--- src/rtl/riscv_mem_pkg.sv ---
// Shared types for the unified memory-port arbiter: FSM states, grant source
// and the arbitration rule applied both from IDLE and on access completion.
package riscv_mem_pkg;

    typedef enum logic [1:0] {
        IDLE   = 2'd0,
        GNT_IF = 2'd1,
        GNT_DM = 2'd2
    } arb_state_e;

    typedef enum logic {
        SRC_IF = 1'b0,
        SRC_DM = 1'b1
    } grant_src_e;

    // Data side wins ties unless the fetch side has already waited the
    // maximum number of data grants.
    function automatic arb_state_e arb_pick(input logic if_r,
                                            input logic dm_r,
                                            input logic starved);
        if (dm_r && !(if_r && starved)) return GNT_DM;
        if (if_r) return GNT_IF;
        return IDLE;
    endfunction

endpackage

--- src/rtl/arb_starve_cnt.sv ---
// Saturating count of data-side grants issued while fetch keeps waiting.
module arb_starve_cnt #(
    parameter int STARVE_MAX = 3
) (
    input  logic clk,
    input  logic reset,
    input  logic inc,
    input  logic clr,
    output logic at_max
);

    localparam int CW = (STARVE_MAX < 2) ? 1 : $clog2(STARVE_MAX + 1);
    localparam logic [CW-1:0] MAX_V = CW'(STARVE_MAX);

    logic [CW-1:0] cnt;

    // Clear has priority; increment stops at the limit.
    always_ff @(posedge clk or negedge reset) begin
        if (!reset) begin
            cnt <= '0;
        end else if (clr) begin
            cnt <= '0;
        end else if (inc && (cnt != MAX_V)) begin
            cnt <= cnt + CW'(1);
        end
    end

    assign at_max = (cnt == MAX_V);

endmodule

--- src/rtl/mem_port_arbiter.sv ---
// Arbitrates the fetch and data stages of the pipeline onto one memory port.
// Grants are held until mem_ack; results come back as one-cycle valid pulses.
module mem_port_arbiter
    import riscv_mem_pkg::*;
#(
    parameter int STARVE_MAX = 3,
    parameter int AW         = 32
) (
    input  logic          clk,
    input  logic          reset,
    input  logic          if_req,
    input  logic [AW-1:0] if_addr,
    output logic [AW-1:0] if_rdata,
    output logic          if_valid,
    input  logic          dm_req,
    input  logic          dm_we,
    input  logic [AW-1:0] dm_addr,
    input  logic [AW-1:0] dm_wdata,
    output logic [AW-1:0] dm_rdata,
    output logic          dm_valid,
    output logic          stall_f,
    output logic          stall_m,
    output logic          mem_req,
    output logic          mem_we,
    output logic [AW-1:0] mem_addr,
    output logic [AW-1:0] mem_wdata,
    input  logic [AW-1:0] mem_rdata,
    input  logic          mem_ack
);

    arb_state_e state;
    arb_state_e nxt;
    grant_src_e src;
    logic       served_req;
    logic       done;
    logic       grant_new;
    logic       aborted;
    logic       at_max;
    logic       cnt_inc;
    logic       cnt_clr;

    // Next-state decision. On completion the side just served is only
    // reconsidered when the other side is also waiting; a lone request from
    // it is still the stale one for the access being completed.
    always_comb begin
        nxt        = state;
        src        = SRC_IF;
        served_req = 1'b0;
        case (state)
            IDLE: begin
                nxt = arb_pick(if_req, dm_req, at_max);
            end
            GNT_IF: begin
                src        = SRC_IF;
                served_req = if_req;
                if (mem_ack) nxt = arb_pick(if_req & dm_req, dm_req, at_max);
            end
            GNT_DM: begin
                src        = SRC_DM;
                served_req = dm_req;
                if (mem_ack) nxt = arb_pick(if_req, dm_req & if_req, at_max);
            end
            default: begin
                nxt = IDLE;
            end
        endcase
    end

    assign done      = (state != IDLE) && mem_ack;
    assign grant_new = (nxt != IDLE) && ((state == IDLE) || done);
    assign cnt_inc   = grant_new && (nxt == GNT_DM) && if_req;
    assign cnt_clr   = (grant_new && (nxt == GNT_IF)) || !if_req;

    arb_starve_cnt #(
        .STARVE_MAX(STARVE_MAX)
    ) u_starve (
        .clk   (clk),
        .reset (reset),
        .inc   (cnt_inc),
        .clr   (cnt_clr),
        .at_max(at_max)
    );

    // Grant FSM with registered memory-side outputs, read-data capture and
    // valid pulses; a requester that drops out mid-grant gets no pulse.
    always_ff @(posedge clk or negedge reset) begin
        if (!reset) begin
            state     <= IDLE;
            mem_req   <= 1'b0;
            mem_we    <= 1'b0;
            mem_addr  <= '0;
            mem_wdata <= '0;
            if_rdata  <= '0;
            dm_rdata  <= '0;
            if_valid  <= 1'b0;
            dm_valid  <= 1'b0;
            aborted   <= 1'b0;
        end else begin
            state    <= nxt;
            mem_req  <= (nxt != IDLE);
            if_valid <= 1'b0;
            dm_valid <= 1'b0;

            if (done) begin
                if (src == SRC_IF) begin
                    if_rdata <= mem_rdata;
                    if_valid <= served_req & ~aborted;
                end else begin
                    if (!mem_we) dm_rdata <= mem_rdata;
                    dm_valid <= served_req & ~aborted;
                end
            end

            if (grant_new || (nxt == IDLE)) begin
                aborted <= 1'b0;
            end else begin
                aborted <= aborted | ~served_req;
            end

            if (grant_new) begin
                if (nxt == GNT_DM) begin
                    mem_addr  <= dm_addr;
                    mem_we    <= dm_we;
                    mem_wdata <= dm_wdata;
                end else begin
                    mem_addr  <= if_addr;
                    mem_we    <= 1'b0;
                    mem_wdata <= '0;
                end
            end else if (nxt == IDLE) begin
                mem_we <= 1'b0;
            end
        end
    end

    // Pipeline hold requests: each stage waits until its own valid pulse.
    always_comb begin
        stall_m = dm_req & ~dm_valid;
        stall_f = (if_req & ~if_valid) | stall_m;
    end

endmodule

--- config.mk ---
export PLATFORM = sky130hd
export DESIGN_NAME = mem_port_arbiter
export DESIGN_NICKNAME = d
export VERILOG_FILES = /design/src/rtl/riscv_mem_pkg.sv /design/src/rtl/arb_starve_cnt.sv /design/src/rtl/mem_port_arbiter.sv
export SDC_FILE = /design/constraint.sdc
export NUM_CORES = 1
export LEC_CHECK = 0
export CAP_MARGIN = 25
export CORE_ASPECT_RATIO = 1.4
export CORE_MARGIN = 2
export CORE_UTILIZATION = 37
export CTS_BUF_LIST = sky130_fd_sc_hd__clkbuf_16
export CTS_CLUSTER_DIAMETER = 80
export DETAILED_ROUTE_END_ITERATION = 7
export GPL_ROUTABILITY_DRIVEN = 0
export GPL_TIMING_DRIVEN = 0
export MAX_ROUTING_LAYER = met4
export PLACE_DENSITY = 0.88
export SLEW_MARGIN = 20
export SYNTH_ARGS = -nofsm -noshare
export SYNTH_HDL_FRONTEND = slang
export SYNTH_SLANG_ARGS = --single-unit
export TNS_END_PERCENT = 30
--- constraint.sdc ---
create_clock -name clk -period 1.84 [get_ports clk]
set_input_delay 0.368 -clock clk [delete_from_list [all_inputs] [get_ports clk]]
set_output_delay 0.368 -clock clk [all_outputs]
set_load 0.05 [all_outputs]
==> impl_metrics.csv <==
group,metric,value,unit
finish,multi_input_area,2270,um^2
clocking,cts_max_level,4,
power,leakage,4.27,nW
setup_path,critPathMaxFanout,10,
detailed_routing,dr.first_iter.drc_count,209,
die,std_cell_rows,53,
finish,final_cell_mix,"dfrtp_1 (136), dlygate4sd2_1 (132), clkdlybuf4s50_1 (130)",
logic_synthesis,synthDistinctLibCells,33,
die,core_area,15000,um^2
logic_synthesis,syn_area_per_cell,13.6,um^2
sta,hold_violations,0,
finish,area_growth_syn_to_layout,66.7,%
clocking,cts_tree,"yes",
die,die_area,16400,um^2
sta,setup_viol,128,
detailed_routing,ant_nets,0,
logic_synthesis,synth_top_area_share,60.4,%
finish,fillerInstances,1185,
sta,slew_headroom,63.0,%
finish,drive_above_1_share,25.1,%
grt,gr-total-overflow,0,
die,dieWidth,109,um
placement,port_buffers,266,
logic_synthesis,syn_nets,555,
setup_path,crit_required,2.12,ns
sta,fmax,475,MHz
power,p_per_area,2150,nW/um^2
logic_synthesis,ys_warn_count,0,
sta,worst_pin_slew,0.557,ns
detailed_routing,totalWireLength,17300,um
detailed_routing,wl_per_cell,18.8,um
die,pin_count,268,
job,max-cap-violations,0,
clocking,cts-root-buf,"clkbuf_16",
sta,finalCritPeriodShare,114,%
finish,diodes,0,
clocking,clockBufferDepth,2,
setup_path,critPathLaunchType,"flop",
sta,fin_hold_ws,0.302,ns
die,start_util,37.9,%
logic_synthesis,syn-cell-area,5670,um^2
setup_path,rr_endpoint,"mem_wdata[3]",
clocking,path_clk_slew,0.06,ns
setup_path,crit_path_end_kind,"flop",
logic_synthesis,ys_seq_elements,137,
grt,grtUsageTotal,21.6,%
detailed_routing,dr.pass1.iters,4,
detailed_routing,vias,4810,
detailed_routing,via_per_inst,5.22,
setup_path,cp-startpoint,"state[1]",
sta,fin_ws,-0.263,ns
placement,pre_cts_slack,-0.775,ns
setup_path,r2r_cells,9,
sta,fin_crit,2.10,ns
setup_path,critPathArrivalTime,2.38,ns
power,peakVddDrop,1.22,mV
logic_synthesis,postSynthCellCount,416,
grt,grt_pass1_wl,26800,um
grt,antenna_found_initial,0,
setup_path,r2r_start,"state[1]",
finish,seq_area,3430,um^2
placement,dpl.hpwl,12800,um
sta,rsz0062_at_grt,"true",
setup_path,worst-setup-path-type,"flop to flop",
run_status,failed_checks,"setup timing",
sta,report.final.slew_viol_count,0,
clocking,clock_latency,0.40,ns
clocking,numClockSinks,137,
run_status,outcome,"finished with violations",
detailed_routing,drc,0,
finish,fin_nets,855,
setup_path,rrSetupSlack,-0.26,ns
hold_path,hold_path_class,"input port to flop",
grt,first_global_vias,5349,
sta,skew,0.00830,ns
logic_synthesis,synthTopCellsByArea,"dfrtp_1 (60%), mux2_2 (13%), a22o_1 (5.1%)",
setup_path,cp-endpoint,"mem_wdata[3]",
logic_synthesis,yosys.area.top_type,"dfrtp_1",
finish,layout_commonest_cell,"dfrtp_1",
grt,grt_max_degree,85,
die,die_height,151,um
logic_synthesis,seq_area_frac_synth,60.4,%
clocking,numCtsBuffers,17,
[final cells by class]
| type | instances | share of cell area [%] |
|---|---|---|
| Timing Repair Buffer | 281 | 28.0 |
| Clock inverter | 15 | 1.89 |
| Multi-Input combinational cell | 242 | 24.0 |
| Tap cell | 192 | 2.54 |
| Buffer | 34 | 2.72 |
| Sequential cell | 137 | 36.3 |
| Clock buffer | 17 | 4.50 |
| Inverter | 3 | 0.119 |
[routing by layer]
layer / vias up / global-route usage (%) / part of all wire [%]
met5: - / - / 0
met4: 0 / 7.12 / 2.1
met3: 31 / 5.84 / 6.7
met2: 205 / 38.6 / 55
met1: 2406 / 23.0 / 37
li1: 2168 / - / -
[sequential cells by signal, indices dropped and copies added (netlist names)]
register,flops
mem_req,1
mem_wdata,32
state,2
dm_valid,1
dm_rdata,32
mem_addr,32
aborted,1
mem_we,1
if_rdata,32
u_starve.cnt,2
if_valid,1
[how the worst min path moves through the flow]
stage               depth (start not counted)         endpoint         start
floorplan                                   0          aborted         reset
global placement                            1     mem_wdata[8]  mem_wdata[8]
detailed placement                          1     dm_rdata[28]         reset
CTS                                         3  u_starve.cnt[1]        if_req
global route                                3  u_starve.cnt[1]        if_req
finish                                      3  u_starve.cnt[1]        if_req
[where the power goes]
part	switching, mW	leakage, nW	internal (mW)
Combinational	7.67	2.32	3.99
Clock	1.43	0.297	2.06
Sequential	0.743	1.64	4.44
[synthesized netlist by cell type (all sizes together)]
cell,n
a21boi,1
a21o,2
a21oi,4
a22o,33
a2bb2oi,32
a32o,1
and2,1
and3,2
and4b,1
buf,25
clkbuf,9
dfrtp,137
ha,5
inv,3
mux2,64
nand2,6
nand2b,1
nand3b,3
nand4,2
nor2,8
nor2b,2
nor3,33
nor3b,2
o21a,1
o21ai,1
o21ba,1
o21bai,1
o22a,32
o31ai,2
or2,1
[kinds of logic after synthesis]
logic type / after synthesis / synth area share (%)
muxes: 64 / 12.7
buffers and inverters: 37 / 3.09
adders and majority gates: 5 / 1.10
and+or+nand+nor: 62 / 6.00
AOI/OAI and AO/OA: 111 / 16.7
DFF: 137 / 60.4
[through the flow]
stage	power (mW)	TNS, ns	utilization (%)	area [um^2]	std cells
2_1_floorplan	13.1	-2.01	-	5710	416
3_3_place_gp	16.9	-698.19	57.4	8610	874
3_5_place_dp	17.3	-75.90	57.7	8640	875
4_1_cts	20.3	-26.52	62.5	9360	920
5_1_grt	21.3	-34.45	63.1	9460	921
6_report	20.3	-21.72	63.1	9460	921
[critical path, cell delays in order, from the launching register on]
cell     delay, ns
dfrtp_2       0.44
inv_2         0.07
buf_4         0.11
ha_4          0.16
nor2_1        0.08
or2_2         0.29
buf_4         0.19
a21o_4        0.22
buf_4         0.17
a22o_1        0.24
[what timing repair did]
item	4_1_cts	5_1_grt
pin swaps	5	5
gates resized for setup	195	25
cloned	3	0
hold buffers	1	0
endpoints found under the setup margin	267	133
buffers inserted	9	1
hold endpoints to repair	53	0
(Power assumes the default switching activity.)
